<file path="src/rtl/spi_cmd_pkg.sv">
// Shared types and constants for the SPI register command decoder.
package spi_cmd_pkg;

  typedef enum logic [2:0] {
    StIdle,
    StCmd,
    StData,
    StChk,
    StCommit,
    StDrop
  } state_e;

  localparam logic [6:0] ADDR_RESULT = 7'h7E;
  localparam logic [6:0] ADDR_STATUS = 7'h7F;
  localparam logic [7:0] IDLE_BYTE   = 8'hA5;

  localparam int unsigned STAT_RV   = 0;
  localparam int unsigned STAT_ERR  = 1;
  localparam int unsigned STAT_BUSY = 2;

endpackage

</file>
<file path="src/rtl/spi_cs_sync.sv">
// Two-flop chip-select synchroniser with fall/rise pulses on the synchronised level.
module spi_cs_sync (
  input  logic clk_i,
  input  logic rst_ni,
  input  logic cs_n_i,
  output logic fall_o,
  output logic rise_o
);

  logic meta_q, sync_q, prev_q;

  // Idle level of chip-select is high, so reset to 1 to avoid a false edge.
  always_ff @(posedge clk_i or negedge rst_ni) begin
    if (!rst_ni) begin
      meta_q <= 1'b1;
      sync_q <= 1'b1;
      prev_q <= 1'b1;
    end else begin
      meta_q <= cs_n_i;
      sync_q <= meta_q;
      prev_q <= sync_q;
    end
  end

  assign fall_o = prev_q & ~sync_q;
  assign rise_o = ~prev_q & sync_q;

endmodule

</file>
<file path="src/rtl/spi_reg_cmd_decoder.sv">
// Framed SPI byte-stream command decoder: register bank, result read-back, start/status.
// Optional SPI_CMD_CHKSUM_EN adds an XOR checksum byte to write and read frames.
module spi_reg_cmd_decoder
  import spi_cmd_pkg::*;
#(
  parameter int unsigned DATA_W   = 16,
  parameter int unsigned NUM_REGS = 4,
  parameter int unsigned RES_W    = 4
) (
  input  logic                         i_Clk,
  input  logic                         i_Rst_L,
  input  logic                         i_CS_n,
  input  logic                         i_RX_DV,
  input  logic [7:0]                   i_RX_Byte,
  output logic                         o_TX_DV,
  output logic [7:0]                   o_TX_Byte,
  output logic [NUM_REGS*DATA_W-1:0]   o_Reg_Flat,
  output logic [NUM_REGS-1:0]          o_Wr_Stb,
  input  logic [RES_W-1:0]             i_Result,
  input  logic                         i_Result_Valid,
  output logic                         o_Start,
  output logic                         o_Err
);

  localparam int unsigned NB   = DATA_W / 8;
  localparam logic [3:0]  LAST = 4'(NB - 1);

  state_e                       state_q;
  logic [3:0]                   cnt_q;
  logic [6:0]                   addr_q;
  logic                         rd_q;
  logic [DATA_W-1:0]            stage_q, tx_sr_q;
  logic [7:0]                   chk_q, tx_byte_q;
  logic [RES_W-1:0]             res_q;
  logic                         rv_q, err_q, busy_q, tx_dv_q, start_q;
  logic [NUM_REGS-1:0]          wr_stb_q;
  logic [NUM_REGS*DATA_W-1:0]   regs_q;

  logic cs_fall, cs_rise;

  spi_cs_sync u_cs_sync (
    .clk_i  (i_Clk),
    .rst_ni (i_Rst_L),
    .cs_n_i (i_CS_n),
    .fall_o (cs_fall),
    .rise_o (cs_rise)
  );

  logic              rx_ok, cmd_rd, is_reg, is_res, is_stat, cmd_bad;
  logic              commit_start, commit_clr, rv_clr, err_set;
  logic [6:0]        cmd_addr;
  logic [DATA_W-1:0] rd_word;
  logic [7:0]        rd_xor, tx_next;

  // A byte arriving with the CS rise belongs to no frame and is dropped.
  assign rx_ok    = i_RX_DV && !cs_rise && (state_q != StIdle);
  assign cmd_rd   = i_RX_Byte[7];
  assign cmd_addr = i_RX_Byte[6:0];
  assign is_reg   = 32'(cmd_addr) < NUM_REGS;
  assign is_res   = cmd_addr == ADDR_RESULT;
  assign is_stat  = cmd_addr == ADDR_STATUS;
  assign cmd_bad  = !(is_reg || is_res || is_stat) || (!cmd_rd && is_res);

  assign commit_start = (state_q == StCommit) && (addr_q == ADDR_STATUS) && stage_q[0];
  assign commit_clr   = (state_q == StCommit) && (addr_q == ADDR_STATUS) && stage_q[1];

  assign rv_clr = rx_ok && (
      (state_q == StCmd && cmd_rd && is_res && NB == 1) ||
      (state_q == StData && rd_q && addr_q == ADDR_RESULT && 32'(cnt_q) + 2 == NB));

  assign err_set = (rx_ok && state_q == StCmd && cmd_bad) ||
                   (rx_ok && state_q == StChk && i_RX_Byte != chk_q) ||
                   (commit_start && busy_q);

  always_comb begin
    rd_word = '0;
    for (int k = 0; k < NUM_REGS; k++) begin
      if (cmd_addr == 7'(k)) rd_word = regs_q[k*DATA_W +: DATA_W];
    end
    if (is_res) rd_word[RES_W-1:0] = res_q;
    if (is_stat) begin
      rd_word[STAT_RV]   = rv_q;
      rd_word[STAT_ERR]  = err_q;
      rd_word[STAT_BUSY] = busy_q;
    end
    rd_xor = '0;
    for (int i = 0; i < NB; i++) rd_xor = rd_xor ^ rd_word[i*8 +: 8];
  end

  always_comb begin
    tx_next = 8'h00;
    unique case (state_q)
      StCmd:  tx_next = (cmd_rd && !cmd_bad) ? rd_word[DATA_W-1 -: 8] : IDLE_BYTE;
      StData: begin
        if (rd_q) begin
          tx_next = tx_sr_q[DATA_W-1 -: 8];
`ifdef SPI_CMD_CHKSUM_EN
          if (cnt_q == LAST) tx_next = chk_q;
`endif
        end
      end
      default: tx_next = 8'h00;
    endcase
  end

  always_ff @(posedge i_Clk or negedge i_Rst_L) begin
    if (!i_Rst_L) begin
      state_q   <= StIdle;
      cnt_q     <= '0;
      addr_q    <= '0;
      rd_q      <= 1'b0;
      stage_q   <= '0;
      tx_sr_q   <= '0;
      chk_q     <= '0;
      tx_byte_q <= '0;
      res_q     <= '0;
      rv_q      <= 1'b0;
      err_q     <= 1'b0;
      busy_q    <= 1'b0;
      tx_dv_q   <= 1'b0;
      start_q   <= 1'b0;
      wr_stb_q  <= '0;
      regs_q    <= '0;
    end else begin
      tx_dv_q  <= rx_ok;
      wr_stb_q <= '0;
      start_q  <= 1'b0;
      if (rx_ok) tx_byte_q <= tx_next;
      if (i_Result_Valid) res_q <= i_Result;
      rv_q   <= i_Result_Valid | (rv_q & ~rv_clr);
      busy_q <= commit_start | (busy_q & ~i_Result_Valid);
      err_q  <= err_set | (err_q & ~commit_clr);

      unique case (state_q)
        StIdle: begin
          if (cs_fall) begin
            state_q   <= StCmd;
            cnt_q     <= '0;
            tx_byte_q <= IDLE_BYTE;
          end
        end
        StCmd: begin
          if (rx_ok) begin
            addr_q <= cmd_addr;
            rd_q   <= cmd_rd;
            cnt_q  <= '0;
            if (cmd_bad) begin
              state_q <= StDrop;
            end else if (cmd_rd) begin
              // Whole word snapshotted here so a read never mixes old and new bytes.
              tx_sr_q <= rd_word << 8;
              chk_q   <= rd_xor;
              state_q <= StData;
            end else begin
              stage_q <= '0;
              chk_q   <= i_RX_Byte;
              state_q <= StData;
            end
          end
        end
        StData: begin
          if (rx_ok) begin
            cnt_q <= cnt_q + 4'd1;
            if (rd_q) begin
              tx_sr_q <= tx_sr_q << 8;
            end else begin
              stage_q <= (stage_q << 8) | DATA_W'(i_RX_Byte);
              chk_q   <= chk_q ^ i_RX_Byte;
            end
            if (cnt_q == LAST) begin
`ifdef SPI_CMD_CHKSUM_EN
              state_q <= rd_q ? StDrop : StChk;
`else
              state_q <= rd_q ? StDrop : StCommit;
`endif
            end
          end
        end
        StChk: begin
          if (rx_ok) state_q <= (i_RX_Byte == chk_q) ? StCommit : StDrop;
        end
        StCommit: begin
          for (int k = 0; k < NUM_REGS; k++) begin
            if (addr_q == 7'(k)) begin
              regs_q[k*DATA_W +: DATA_W] <= stage_q;
              wr_stb_q[k]                <= 1'b1;
            end
          end
          start_q <= commit_start;
          state_q <= StDrop;
        end
        StDrop:  state_q <= StDrop;
        default: state_q <= StIdle;
      endcase

      if (cs_rise) state_q <= StIdle;
    end
  end

  assign o_TX_DV    = tx_dv_q;
  assign o_TX_Byte  = tx_byte_q;
  assign o_Reg_Flat = regs_q;
  assign o_Wr_Stb   = wr_stb_q;
  assign o_Start    = start_q;
  assign o_Err      = err_q;

endmodule

</file>
<file path="config.mk">
export PLATFORM = sky130hd
export DESIGN_NAME = spi_reg_cmd_decoder
export DESIGN_NICKNAME = d
export VERILOG_FILES = /design/src/rtl/spi_cmd_pkg.sv /design/src/rtl/spi_cs_sync.sv /design/src/rtl/spi_reg_cmd_decoder.sv
export SDC_FILE = /design/constraint.sdc
export NUM_CORES = 1
export LEC_CHECK = 0
export ABC_AREA = 0
export BUFFER_PORTS_ARGS = -buffer_cell sky130_fd_sc_hd__buf_2
export CAP_MARGIN = 10
export CORE_MARGIN = 1.5
export CORE_UTILIZATION = 62
export DETAILED_ROUTE_END_ITERATION = 6
export PLACE_DENSITY_LB_ADDON = 0.08
export SETUP_SLACK_MARGIN = 0.1
export SKIP_CTS_REPAIR_TIMING = 1
export SLEW_MARGIN = 20
export SYNTH_ARGS = -nofsm -noshare
export SYNTH_HDL_FRONTEND = slang
export SYNTH_SLANG_ARGS = --single-unit
</file>
<file path="constraint.sdc">
create_clock -name i_Clk -period 7.3 [get_ports i_Clk]
set_clock_uncertainty 0.15 [all_clocks]
set_input_delay 2.19 -clock i_Clk [delete_from_list [all_inputs] [get_ports i_Clk]]
set_output_delay 2.19 -clock i_Clk [all_outputs]
set_load 0.005 [all_outputs]
</file>
Word-level counts from Yosys, hierarchy flattened
Index checks and enable logic that the tools add are counted.

word-level totals
  register bits after elaboration = 143
  latch bits = 0
  RAM bits = 0
  memory bits (read-only) = 0
  output and inout port bits = 79
  word-level logic and storage cells = 165
  memories kept = 0

cells by class
  add/sub/neg operators = 2
  multiply operators = 0
  divide/modulo/power cells = 0
  order comparisons = 1
  eq/ne operators = 32
  shifts and indexed selects = 0
  multiplexer cells = 50
  bitwise logic cells = 16
  reduce and logical (&&, ||, !) cells = 42

operators with widths
  kind                number
  $mux 16             14
  $mux 8              10
  $pmux 16 s2         2
  $pmux 8 s2          2
  $eq 7x2->1 const B  4
  $eq 7x7->1 const B  4
  $mux 3              8
  $mux 4              5
  $logic_and 1x1->1   16
  $ne 2x2->1 const B  8
  $or 16x8->16        1
  $xor 8x8->8         2
  $pmux 3 s5          1
  $eq 7x1->1 const B  2
  $logic_not 7->1     2
  $ne 3x3->1 const B  4
  $pmux 4 s3          1
  $reduce_and 6->1    2
  $reduce_and 2->1    5
  $reduce_and 5->1    2
  $eq 8x8->1          1
  $ne 8x8->1          1
  $lt 7x3->1 const B  1
  $mux 1              7
  18 further kinds    38

Depth between registers and ports, before layout
  depth in word-level cells = 12
  depth in mapped cells = 9
  depth with buffers taken out = 8

Cells and area by module
A second synthesis with hierarchy kept.

unflattened totals
  cells, all modules = 602
  area, all modules = 6782.8 µm²

by module, submodules not included
  module               instances  cells each  area each (µm²)  sequential area each (µm²)
  spi_reg_cmd_decoder  1          597         6688.9           3303.2
  spi_cs_sync          1          5           93.8             78.8

Least setup slack after synthesis
OpenSTA, ideal clock, no wires.

  path type = input to register
  start point = in i_RX_Byte[6]
  end point = reg stage_q[6]
  library setup time = 0.121 ns
  data arrival time = 3.932 ns
  data required time = 7.029 ns
  path slack = 3.097 ns
  stages = 8
  path buffers = 3
  path through = buf_6 > or4_4 > nand2b_4 > buf_6 > mux2i_1 > o211ai_2 > buf_2 > a22o_2

on the way
  cells in the longest elaborated chain, start to end = 7
  elaborated cells on any way between the ends = 14
  classes of those cells = order compare: 1; eq/ne: 3; mux: 3; bitwise: 1; reduce/logical: 6

ends and longest elaborated chain
  item                                             line                                                  RTL
  start: declaration                               spi_reg_cmd_decoder.sv:14                             input logic [7:0] i_RX_Byte,
  $lt 7x3->1 / $eq 7x7->1 (equally long branches)  spi_reg_cmd_decoder.sv:59, spi_reg_cmd_decoder.sv:60
  $logic_or 1x1->1 (2 in series)                   spi_reg_cmd_decoder.sv:62                             assign cmd_bad = !(is_reg || is_res || is_stat) || (!cmd_rd && is_res);
  $logic_not 1->1                                  spi_reg_cmd_decoder.sv:62
  $logic_or 1x1->1                                 spi_reg_cmd_decoder.sv:62
  $ne 2x2->1 (no source line)                      --
  $reduce_and 6->1 (no source line)                --
  end signal: assignment                           spi_reg_cmd_decoder.sv:167                            stage_q <= (stage_q << 8) | DATA_W'(i_RX_Byte);
  end: declaration                                 spi_reg_cmd_decoder.sv:32                             logic [DATA_W-1:0] stage_q, tx_sr_q;

Parallel ways exist; a longest one is shown, timed or not. The select of a mux whose other input is x is not followed.
A chain may end at the register's enable or synchronous reset.

Final worst setup path
  start point = in i_RX_Byte[1]
  end point = reg chk_q[6]

on the way
  cells in the longest elaborated chain, start to end = 10
  elaborated cells on any way between the ends = 23
  classes of those cells = order compare: 1; eq/ne: 6; mux: 8; bitwise: 1; reduce/logical: 7

ends and longest elaborated chain
  item                    line                        RTL
  $logic_not 7->1         spi_reg_cmd_decoder.sv:78   if (cmd_addr == 7'(k)) rd_word = regs_q[k*DATA_W +: DATA_W];
  $mux 16 (4 in series)   spi_reg_cmd_decoder.sv:78
  $xor 8x8->8             spi_reg_cmd_decoder.sv:87   for (int i = 0; i < NB; i++) rd_xor = rd_xor ^ rd_word[i*8 +: 8];
  $mux 8                  spi_reg_cmd_decoder.sv:149  end else if (cmd_rd) begin
  $mux 8                  spi_reg_cmd_decoder.sv:147  if (cmd_bad) begin
  $mux 8                  spi_reg_cmd_decoder.sv:143  if (rx_ok) begin
  $pmux 8 s2              spi_reg_cmd_decoder.sv:134  unique case (state_q)
  end signal: assignment  spi_reg_cmd_decoder.sv:152  chk_q <= rd_xor;
  end signal: assignment  spi_reg_cmd_decoder.sv:156  chk_q <= i_RX_Byte;
  end signal: assignment  spi_reg_cmd_decoder.sv:168  chk_q <= chk_q ^ i_RX_Byte;
  end: declaration        spi_reg_cmd_decoder.sv:33   logic [7:0] chk_q, tx_byte_q;

Parallel ways exist; a longest one is shown, timed or not. The select of a mux whose other input is x is not followed.

==> key figures <==
Timing
  – Fin. max-slew vios: 0
  – Fin. Hold Viols: 0
  – Post-route setup TNS: 0 ps
  – Unrepaired setup endpoints after global routing: no
  – Final setup fails: 0
  – Worst hold slack: 211 ps
  – Period utilization: 60.0%
  – Fmax achieved: 228 MHz
  – Worst setup margin: 2920 ps
  – Slew headroom: 23.1%
  – Minimum clock period: 4380 ps
  – Actual slew at the worst max-slew pin: 1150 ps

Route
  – WL final: 16300 um
  – WL/cell: 20.2 um
  – Avg Vias per Cell: 6.14
  – DR iter-0 viols: 340
  – ANT nets after route: 0
  – Via count: 4941
  – Drt drc: 0
  – 1st-pass router iterations: 5

Logic synthesis
  – Synth top area cells: dfrtp_1 (50%), mux2_2 (13%), nand2_1 (3.3%), o21ai_0 (2.9%), mux4_2 (2.7%)
  – Synth warn: 0
  – Cell variety after synth: 67
  – Post-synth EDFFs: 0
  – Syn Nets: 595
  – Synth area leader: dfrtp_1
  – Register area share after synthesis: 51.6%
  – Async S/R FF share, synth: 100%
  – Syn_area_per_cell: 11.5 um2
  – Synthesized area: 6560 um2
  – #FFs+latches synth: 135
  – Cell count after synthesis: 572
  – Synth top area share: 50.4%
  – Top_reg_cell synth: dfrtp_1

Global routing
  – Grt total ovfl: 0
  – Largest net degree at the start of global routing: 82
  – Vias in the first global route: 4821
  – First-pass GRT wire length: 26200 um
  – Initial antenna violation count: 0
  – Global Route Usage Sum: 31.2%

Pwr
  – Clock power frac: 38.7%
  – Pwr Total: 1.95 mW
  – Leakage power: 3.71 nW
  – Sw frac: 30.7%
  – Power share of the combinational group: 15.9%
  – Sw Pwr: 599 uW
  – PwrDens: 259 nW/um2
  – P_int: 1.35 mW
  – Peak supply drop: 0.000165 V
  – Seq pwr share: 45.4%

Status
  – Outcome: finished, final reports clean

Cells and area
  – Share of layout cells above drive strength 1: 34.2%
  – Fillers: 720
  – Total Nets Final: 679
  – Ant diodes: 0
  – Synthesis-to-finish area growth: 15.0%
  – Fin area: 7540 um2

Worst setup path
  – Worst setup endpoint: chk_q[6]$_DFFE_PN0P_
  – Setup crit start: i_RX_Byte[1]
  – Launching point of the worst reg2reg path: state_q[1]$_DFFE_PN0P_
  – Crit. End Element: flip-flop
  – Worst setup SP type: input pin
  – Required time worst endpoint: 7570 ps
  – Critical path peak fanout: 25
  – Critical Path AT: 4650 ps
  – Worst R2R Setup Slack: 4310 ps
  – Cells on worst reg2reg path: 5
  – Critical path type: input pin to flip-flop
  – R2r endpoint: o_Reg_Flat[53]$_DFFE_PN0P_

Floorplanning
  – Top-level I/O count: 96
  – Die height: 106 um
  – Core area: 10300 um2
  – Die area: 11200 um2
  – Effective utilization at floorplan: 63.8%
  – Rows: 37
  – Die width: 106 um

Clock tree
  – TritonCTS buffer count: 17
  – Clock root buffer: clkbuf_8
  – CTS H-tree lvls: 4
  – Clk_lat worst skew: 540 ps
  – Clock transition at the registers of the reported paths: 60 ps
  – CTS tree: done
  – Clock Path Buffers: 2
  – Sink Count: 135

Flow run
  – Max_cap viols: 0

Place
  – Placed Area: 7010 um2
  – GPL Wtd Cong: 0.881
  – Buffers on Ports: 95
  – Hpwl dp: 11000 um
  – Dpl ws: 2390 ps

Worst hold path
  – Hold Path Class: flip-flop to flip-flop
-- through the flow --
step	util [%]	cells
after floorplan	-	572
after global placement	68.2	773
after detailed placement	68.2	773
after CTS	73.3	805
after global routing	73.4	805
final	73.4	805
-- power groups by stage --
stage	clock network (mW)	registers [mW]	logic, mW
6_report	0.755	0.886	0.310
5_1_grt	0.796	0.898	0.348
4_1_cts	0.761	0.885	0.306
3_5_place_dp	0	0.898	0.304
3_3_place_gp	0	0.894	0.300
2_1_floorplan	0	0.876	0.230
-- how the worst min path moves through the flow --
stage / from / end / slack, ps / cells after the start
2_1_floorplan: u_cs_sync.meta_q$_DFF_PN1_ / u_cs_sync.sync_q$_DFF_PN1_ / 200 / 0
3_3_place_gp: u_cs_sync.meta_q$_DFF_PN1_ / u_cs_sync.sync_q$_DFF_PN1_ / 200 / 0
3_5_place_dp: u_cs_sync.meta_q$_DFF_PN1_ / u_cs_sync.sync_q$_DFF_PN1_ / 200 / 0
4_1_cts: u_cs_sync.meta_q$_DFF_PN1_ / u_cs_sync.sync_q$_DFF_PN1_ / 210 / 0
5_1_grt: u_cs_sync.meta_q$_DFF_PN1_ / u_cs_sync.sync_q$_DFF_PN1_ / 220 / 0
6_report: u_cs_sync.meta_q$_DFF_PN1_ / u_cs_sync.sync_q$_DFF_PN1_ / 210 / 0
-- metal layers --
layer  up-vias  routed length [um]  GRT usage [%]
li1       2256                   -              -
met1      2464                7240           43.2
met2       196                7580           46.8
met3        25                1070           8.53
met4         0                 403           12.5
met5         -                   0              0
-- flip-flops by register name, indices dropped and copies added, names as in the netlist, 4 cells and up --
signal / flops
o_Wr_Stb: 4
stage_q: 16
tx_sr_q: 8
res_q: 4
chk_q: 8
addr_q: 7
o_TX_Byte: 8
cnt_q: 4
o_Reg_Flat: 64
-- layout make-up --
class / instances / area [um2] / share of cell area, %
Multi-Input combinational cell: 394 / 2930 / 38.8
Timing Repair Buffer: 97 / 497 / 6.59
Sequential cell: 135 / 3380 / 44.9
Clock inverter: 14 / 103 / 1.36
Clock buffer: 18 / 418 / 5.54
Tap cell: 136 / 170 / 2.26
Inverter: 11 / 41.3 / 0.548
-- cells in the mapped netlist (8+ instances only) --
cell type  count
nor2_1        32
o21ai_0       38
mux4_2         8
mux2_2        73
nor3_1        17
dfrtp_1      132
inv_1         11
a21oi_1       22
xor2_1        10
a22o_1        17
nand2_1       58
nand3_1       10
mux2i_1        8
clkbuf_1      15
-- critical path, cell delays in order --
cell and delay, ps:
buf_2 500, inv_1 250, nor3_4 410, mux2i_1 180
o211ai_2 650, o21ai_1 110, a211o_2 350
-- cells in the final DEF, fill, tap and decap left out, types with 5 or more instances in the layout --
cell / count
ha_1: 6
clkbuf_16: 16
a22o_1: 17
xor2_1: 10
nor2_1: 32
nand3_1: 10
nand2_1: 58
o31ai_1: 7
nor3_1: 17
mux4_2: 8
nand2b_1: 5
o211ai_1: 5
dfrtp_1: 132
buf_2: 94
o21ai_0: 38
o22ai_1: 6
mux2i_1: 8
inv_1: 11
mux2_2: 73
a21oi_1: 22
-- cell families after synthesis --
family,count (synthesis),share of synthesized area (%)
AOI/OAI and AO/OA,128,13.2
buffers and inverters,43,3.82
and+or+nand+nor,158,11.9
adders and majority gates,6,1.15
xor gates and xnor gates,12,1.60
DFF,135,51.6
muxes,90,16.7
(Power assumes the default switching activity.)
